==> src/rtl/systolic_ws_array.sv <==
// Weight-stationary ROWS x COLS MAC array: y[c] = sum_r x[r]*w[r][c].
// Features are skewed in, partial sums flow down, and results are de-skewed so callers see aligned vectors.
module systolic_ws_array #(
  parameter int DATA_W = 8,
  parameter int ACC_W  = 20,
  parameter int ROWS   = 4,
  parameter int COLS   = 4
) (
  input  logic                    clk_in,
  input  logic                    nrst_in,
  input  logic                    cmd_load,
  input  logic                    cmd_run,
  input  logic                    w_valid,
  output logic                    w_ready,
  input  logic [COLS*DATA_W-1:0]  w_row,
  input  logic                    in_valid,
  output logic                    in_ready,
  input  logic                    in_last,
  input  logic [ROWS*DATA_W-1:0]  in_vec,
  output logic                    out_valid,
  input  logic                    out_ready,
  output logic [COLS*ACC_W-1:0]   out_vec,
  output logic                    busy,
  output logic                    done,
  output logic [1:0]              dbg_state_o
);

  // Every handshake transfers on a rising edge where valid & ready are both high;
  // a valid beat holds its payload until then, and ready never depends on the same side's valid.
  localparam int L  = ROWS + COLS;
  localparam int CW = (ROWS > 1) ? $clog2(ROWS) : 1;

  typedef enum logic [1:0] {
    S_IDLE    = 2'd0,
    S_LOAD    = 2'd1,
    S_COMPUTE = 2'd2,
    S_DRAIN   = 2'd3
  } state_t;

  state_t                     state_q, state_d;
  logic [CW-1:0]              row_cnt_q, row_cnt_d;
  logic                       done_q, done_d;
  logic                       adv, accept_x;
  logic [L-1:0]               valid_q;
  logic signed [DATA_W-1:0]   w_q   [ROWS][COLS];
  logic signed [DATA_W-1:0]   x_in  [ROWS];
  logic signed [DATA_W-1:0]   x_sk  [ROWS];
  logic signed [DATA_W-1:0]   x_pe  [ROWS][COLS];
  logic signed [DATA_W-1:0]   x_q   [ROWS][COLS];
  logic signed [2*DATA_W-1:0] prod  [ROWS][COLS];
  logic signed [ACC_W-1:0]    ps_d  [ROWS][COLS];
  logic signed [ACC_W-1:0]    ps_q  [ROWS][COLS];
  logic signed [ACC_W-1:0]    y_dsk [COLS];
  logic [COLS*ACC_W-1:0]      out_vec_q;

  assign out_valid   = valid_q[L-1];
  assign adv         = out_ready | ~out_valid;
  assign accept_x    = in_valid & in_ready;
  assign busy        = (state_q != S_IDLE);
  assign done        = done_q;
  assign out_vec     = out_vec_q;
  assign dbg_state_o = state_q;

  always_comb begin
    state_d   = state_q;
    row_cnt_d = row_cnt_q;
    w_ready   = 1'b0;
    in_ready  = 1'b0;
    done_d    = 1'b0;
    case (state_q)
      S_IDLE: begin
        if (cmd_load) begin
          state_d   = S_LOAD;
          row_cnt_d = '0;
        end else if (cmd_run) begin
          state_d = S_COMPUTE;
        end
      end
      S_LOAD: begin
        w_ready = 1'b1;
        if (w_valid) begin
          if (row_cnt_q == CW'(ROWS - 1)) begin
            state_d   = S_IDLE;
            row_cnt_d = '0;
          end else begin
            row_cnt_d = row_cnt_q + CW'(1);
          end
        end
      end
      S_COMPUTE: begin
        in_ready = adv;
        if (in_valid && adv && in_last) state_d = S_DRAIN;
      end
      S_DRAIN: begin
        if (~|valid_q) begin
          state_d = S_IDLE;
          done_d  = 1'b1;
        end
      end
      default: state_d = S_IDLE;
    endcase
  end

  always_ff @(posedge clk_in or negedge nrst_in) begin
    if (!nrst_in) begin
      state_q   <= S_IDLE;
      row_cnt_q <= '0;
      done_q    <= 1'b0;
      valid_q   <= '0;
    end else begin
      state_q   <= state_d;
      row_cnt_q <= row_cnt_d;
      done_q    <= done_d;
      if (adv) valid_q <= {valid_q[L-2:0], accept_x};
    end
  end

  always_ff @(posedge clk_in or negedge nrst_in) begin
    if (!nrst_in) begin
      for (int r = 0; r < ROWS; r++)
        for (int c = 0; c < COLS; c++) w_q[r][c] <= '0;
    end else if (w_ready && w_valid) begin
      for (int r = 0; r < ROWS; r++)
        if (row_cnt_q == CW'(r))
          for (int c = 0; c < COLS; c++) w_q[r][c] <= w_row[c*DATA_W +: DATA_W];
    end
  end

  // Non-accepted cycles inject zeros so bubbles carry deterministic data.
  always_comb begin
    for (int r = 0; r < ROWS; r++)
      x_in[r] = accept_x ? in_vec[r*DATA_W +: DATA_W] : '0;
  end

  for (genvar r = 0; r < ROWS; r++) begin : g_skew
    if (r == 0) begin : g_pass
      assign x_sk[0] = x_in[0];
    end else begin : g_dly
      logic signed [DATA_W-1:0] sr_q [r];
      always_ff @(posedge clk_in or negedge nrst_in) begin
        if (!nrst_in) begin
          for (int i = 0; i < r; i++) sr_q[i] <= '0;
        end else if (adv) begin
          sr_q[0] <= x_in[r];
          for (int i = 1; i < r; i++) sr_q[i] <= sr_q[i-1];
        end
      end
      assign x_sk[r] = sr_q[r-1];
    end
  end

  always_comb begin
    for (int r = 0; r < ROWS; r++) begin
      x_pe[r][0] = x_sk[r];
      for (int c = 1; c < COLS; c++) x_pe[r][c] = x_q[r][c-1];
    end
    for (int r = 0; r < ROWS; r++)
      for (int c = 0; c < COLS; c++)
        prod[r][c] = (2*DATA_W)'(x_pe[r][c]) * (2*DATA_W)'(w_q[r][c]);
    for (int c = 0; c < COLS; c++) begin
      ps_d[0][c] = ACC_W'(prod[0][c]);
      for (int r = 1; r < ROWS; r++) ps_d[r][c] = ps_q[r-1][c] + ACC_W'(prod[r][c]);
    end
  end

  always_ff @(posedge clk_in or negedge nrst_in) begin
    if (!nrst_in) begin
      for (int r = 0; r < ROWS; r++)
        for (int c = 0; c < COLS; c++) begin
          x_q[r][c]  <= '0;
          ps_q[r][c] <= '0;
        end
    end else if (adv) begin
      for (int r = 0; r < ROWS; r++)
        for (int c = 0; c < COLS; c++) begin
          x_q[r][c]  <= x_pe[r][c];
          ps_q[r][c] <= ps_d[r][c];
        end
    end
  end

  // Column c leaves the bottom row c cycles late; pad it so all columns line up.
  for (genvar c = 0; c < COLS; c++) begin : g_dsk
    localparam int D = COLS - 1 - c;
    if (D == 0) begin : g_pass
      assign y_dsk[c] = ps_q[ROWS-1][c];
    end else begin : g_dly
      logic signed [ACC_W-1:0] d_q [D];
      always_ff @(posedge clk_in or negedge nrst_in) begin
        if (!nrst_in) begin
          for (int i = 0; i < D; i++) d_q[i] <= '0;
        end else if (adv) begin
          d_q[0] <= ps_q[ROWS-1][c];
          for (int i = 1; i < D; i++) d_q[i] <= d_q[i-1];
        end
      end
      assign y_dsk[c] = d_q[D-1];
    end
  end

  always_ff @(posedge clk_in or negedge nrst_in) begin
    if (!nrst_in) begin
      out_vec_q <= '0;
    end else if (adv) begin
      for (int c = 0; c < COLS; c++) out_vec_q[c*ACC_W +: ACC_W] <= y_dsk[c];
    end
  end

endmodule

==> config.mk <==
export PLATFORM = sky130hd
export DESIGN_NAME = systolic_ws_array
export DESIGN_NICKNAME = d
export VERILOG_FILES = /design/src/rtl/systolic_ws_array.sv
export SDC_FILE = /design/constraint.sdc
export NUM_CORES = 2
export LEC_CHECK = 0
export ABC_CLOCK_PERIOD_IN_PS = 8800
export BUFFER_PORTS_ARGS = -buffer_cell sky130_fd_sc_hd__buf_2
export CAP_MARGIN = 0
export CORE_ASPECT_RATIO = 1.5
export CORE_UTILIZATION = 50
export DETAILED_ROUTE_END_ITERATION = 8
export PLACE_DENSITY_LB_ADDON = 0.1
export SYNTH_ARGS = -nofsm -noshare
export SYNTH_HDL_FRONTEND = slang
export SYNTH_SLANG_ARGS = --single-unit
==> constraint.sdc <==
create_clock -name clk_in -period 8.8 [get_ports clk_in]
set_input_delay 0.88 -clock clk_in [delete_from_list [all_inputs] [get_ports clk_in]]
set_output_delay 0.88 -clock clk_in [all_outputs]
set_load 0.05 [all_outputs]
==> flow_summary.json <==
{
  "cts.sinks": 777,
  "antenna_left": 0,
  "synthDistinctLibCells": 75,
  "ioPinCount": 159,
  "cp-end-kind": "flop",
  "top_usage_layer": "met2",
  "critPathKind": "reg2reg",
  "power.total_mw": 23.2,
  "powerDensity_nw_per_um2": 273,
  "die_h_um": 491,
  "period_minus_slack_ns": 6.41,
  "cts_setup_buffers": 0,
  "core_um2": 157000,
  "num_vias": 52200,
  "worstPathArrival_ns": 6.99,
  "stdcell_count": 10500,
  "path_cells": "nand2b_4 -> and4b_2 -> buf_4 -> and3_1 -> ha_1 -> fa_1 -> ha_1 -> inv_1 -> fa_1 -> inv_1 -> ha_1 -> inv_1 -> fa_1 -> nor2b_1 -> o21ai_2 -> a21boi_1 -> o31a_1 -> o211a_1 -> or3_1 -> a31o_2",
  "path_delay_family": "simple AND/OR/NAND/NOR gates",
  "area_delta_synth_final_pct": 6.91,
  "max_freq_mhz": 156,
  "grtUsageMet3_pct": 1.85,
  "place.detailed.hpwl_mm": 130,
  "drive_gt1_share_pct": 5.95,
  "fin_setup_tns_ns": 0,
  "cts_root_buf": "clkbuf_16",
  "die_w_um": 328,
  "clock_path_buffers": 3,
  "leakage_nw": 45.3,
  "netlist_instances": 8399,
  "crit_path_top_delay_cell": "and4b_2",
  "cts_buffers": 87,
  "core.rowCount": 178,
  "avgSynthCellArea_um2": 9.47,
  "yosysWarnings": 0,
  "synthSimpleGateAreaFrac_pct": 14.8,
  "synth_top_area_cell": "fa_1",
  "first_pass_iters": 5,
  "timing.final.crit_share_pct": 72.8,
  "grt_first_pass_wirelength_mm": 277,
  "hp-class": "in2async",
  "yosysSeqAreaShare_pct": 24.4,
  "clk_pin_slew_worst_paths_ns": 0.06,
  "use_met1_pct": 28.3,
  "synth_most_common_cell": "inv_1",
  "setup_violations": 0,
  "rsz0062_at_grt": "no",
  "gp_congestion": 0.847,
  "ys_top_cells_by_count": "1,684 x inv_1, 1,593 x nand2_1, 1,212 x fa_1, 777 x dfrtp_1, 636 x ha_1",
  "synthArstFlopShare_pct": 100,
  "synth_flop_cell": "dfrtp_1",
  "met2_usage_pct": 36.0,
  "status": "finished, final reports clean",
  "place_inst": 10300,
  "drt_iter0_drc": 2113,
  "post_cts_resize_count": 0,
  "ys_ff_latch": 777,
  "antenna_found_initial": 6,
  "drv_slew": 0,
  "yosys-top-cells-area": "fa_1 30%, dfrtp_1 24%, ha_1 10%",
  "synthMuxAreaShare_pct": 1.99,
  "synth_top_family_by_area": "adder cells",
  "skew_ns": 0.0275,
  "htree_levels": 3,
  "fin_nets": 10300,
  "netlist_area_um2": 79600,
  "place_ws_ns": 1.79,
  "relSlewSlack_pct": 29.4,
  "crit_required_ns": 9.38,
  "synth_top_area_share_pct": 30.5,
  "cts_tree": "built",
  "synth_compound_area_share_pct": 6.12,
  "grt_max_degree": 228,
  "grt_usage_pct": 20.9,
  "drt_wl_total_mm": 160,
  "maxCapViolations": 0,
  "r2r_slack_ns": 2.39,
  "synth_edf_count": 0,
  "vias_per_cell": 4.97,
  "start_util_pct": 50.5,
  "hold_viol_final": 0,
  "drc": 0,
  "grt_pass1_vias": 55400,
  "wl_per_cell_um": 15.3,
  "worstPathMaxFanout": 63,
  "synth-xor-area-share_pct": 2.72,
  "clkLatencyLatePin_ns": 0.70,
  "io_buffers": 158,
  "dieArea_um2": 161000,
  "synthAdderAreaFrac_pct": 40.5,
  "critPathLaunchType": "flop",
  "slowest_delay_ns": 1.06,
  "worst_slew_pin_slew_ns": 1.06,
  "overflow": 0,
  "synth_nets": 10300,
  "cp_num_buf_inv": 4,
  "setup_ws_ns": 2.39,
  "ir_drop_v": 0.000172,
  "cts_hold_buf": 0
}
-- registers in the layout (all words and copies together), names as in the netlist, 2 cells and up --
name,count
ps_q,292
w_q,128
g_dsk.g_dly.d_q,120
x_pe,96
out_vec,80
g_skew.g_dly.sr_q,48
valid_q,8
dbg_state_o,2
row_cnt_q,2
-- metal layers --
metal	share of wire, %	wire (um)	vias up
met5	0.026	41	-
met4	2.1	3370	6
met3	2.7	4280	182
met2	49	78800	570
met1	46	73900	26100
li1	-	-	25400
-- cell usage in the layout, fill, tap and decap left out, types with 16 or more instances in the layout --
master	synthesis	final
a211oi_1	32	32
a21o_1	65	65
a21oi_1	214	214
a22o_1	33	33
a31oi_1	24	24
and2_1	503	503
and3_1	52	52
buf_2	16	157
buf_4	0	20
clkbuf_16	0	90
clkinv_2	0	16
dfrtp_1	777	777
fa_1	1212	1212
ha_1	636	636
inv_1	1684	1684
mux2_2	136	136
nand2_1	1593	1589
nand2b_1	55	54
nand3_1	38	38
nor2_1	201	201
nor2b_1	63	62
nor3_1	44	44
o21a_1	32	32
o21ai_0	234	234
o21bai_1	28	28
o31ai_1	24	24
or3_1	17	17
xnor2_1	170	170
xor2_1	77	77
-- where the power goes --
| part | total, mW | switching, mW | internal [mW] |
|---|---|---|---|
| clock | 3.86 | 1.60 | 2.26 |
| combinational | 13.4 | 7.47 | 5.91 |
| sequential | 6.00 | 1.23 | 4.77 |
| total | 23.2 | 10.3 | 12.9 |
-- path summary, 6_finish.rpt --
| kind | cells after the start | from | endpoint |
|---|---|---|---|
| hold / removal | 1 | nrst_in | out_vec[11]$_DFFE_PN0N_ |
| hold reg to reg | 2 | out_vec[54]$_DFFE_PN0N_ | out_vec[54]$_DFFE_PN0N_ |
| setup reg to reg | 20 | valid_q[7]$_DFFE_PN0N_ | ps_q[314]$_DFFE_PN0N_ |
| min in group clk_in | 2 | in_vec[8] | g_skew[1].g_dly.sr_q[0]$_DFFE_PN0N_ |
| setup / recovery | 20 | valid_q[7]$_DFFE_PN0N_ | ps_q[314]$_DFFE_PN0N_ |
| max in group asynchronous | 3 | nrst_in | row_cnt_q[0]$_DFFE_PN0P_ |
-- through the flow --
stage / hold WS (ns) / util [%] / area, um2
4_1_cts: 0.155 / 54.0 / 85100
3_5_place_dp: 0.450 / 52.1 / 82000
5_1_grt: 0.197 / 54.0 / 85100
2_1_floorplan: 0.439 / - / 79600
3_3_place_gp: 0.448 / 52.1 / 82000
6_report: 0.160 / 54.0 / 85100
-- kinds of logic (layout without fill, tap and decap cells) --
group           after synthesis  after routing
xor+xnor                    247            247
compound gates              783            783
simple gates               2609           2609
flops                       777            777
buf+inv                    1994           2028
mux                         141            141
fa+ha+maj                  1848           1848
other cells                   0              6
-- final cells by class --
cell class | count | area, um2
Antenna cell | 6 | 15.0
Clock buffer | 110 | 2420
Clock inverter | 51 | 603
Fill cell | 14600 | 72400
Inverter | 1685 | 6320
Multi-Input combinational cell | 5628 | 52600
Sequential cell | 777 | 19400
Tap cell | 2070 | 2590
Timing Repair Buffer | 182 | 1030
-- worst register-to-register path: stages, from the launching register on --
cell and delay [ns]:
dfrtp_1 0.43, nand2b_4 0.52, and4b_2 1.07, buf_4 0.55, and3_1 0.23, ha_1 0.25, fa_1 0.47, ha_1 0.29
inv_1 0.05, fa_1 0.48, inv_1 0.04, ha_1 0.21, inv_1 0.09, fa_1 0.22, nor2b_1 0.07, o21ai_2 0.13
a21boi_1 0.11, o31a_1 0.29, o211a_1 0.25, or3_1 0.31, a31o_2 0.24
(Power assumes the default switching activity.)
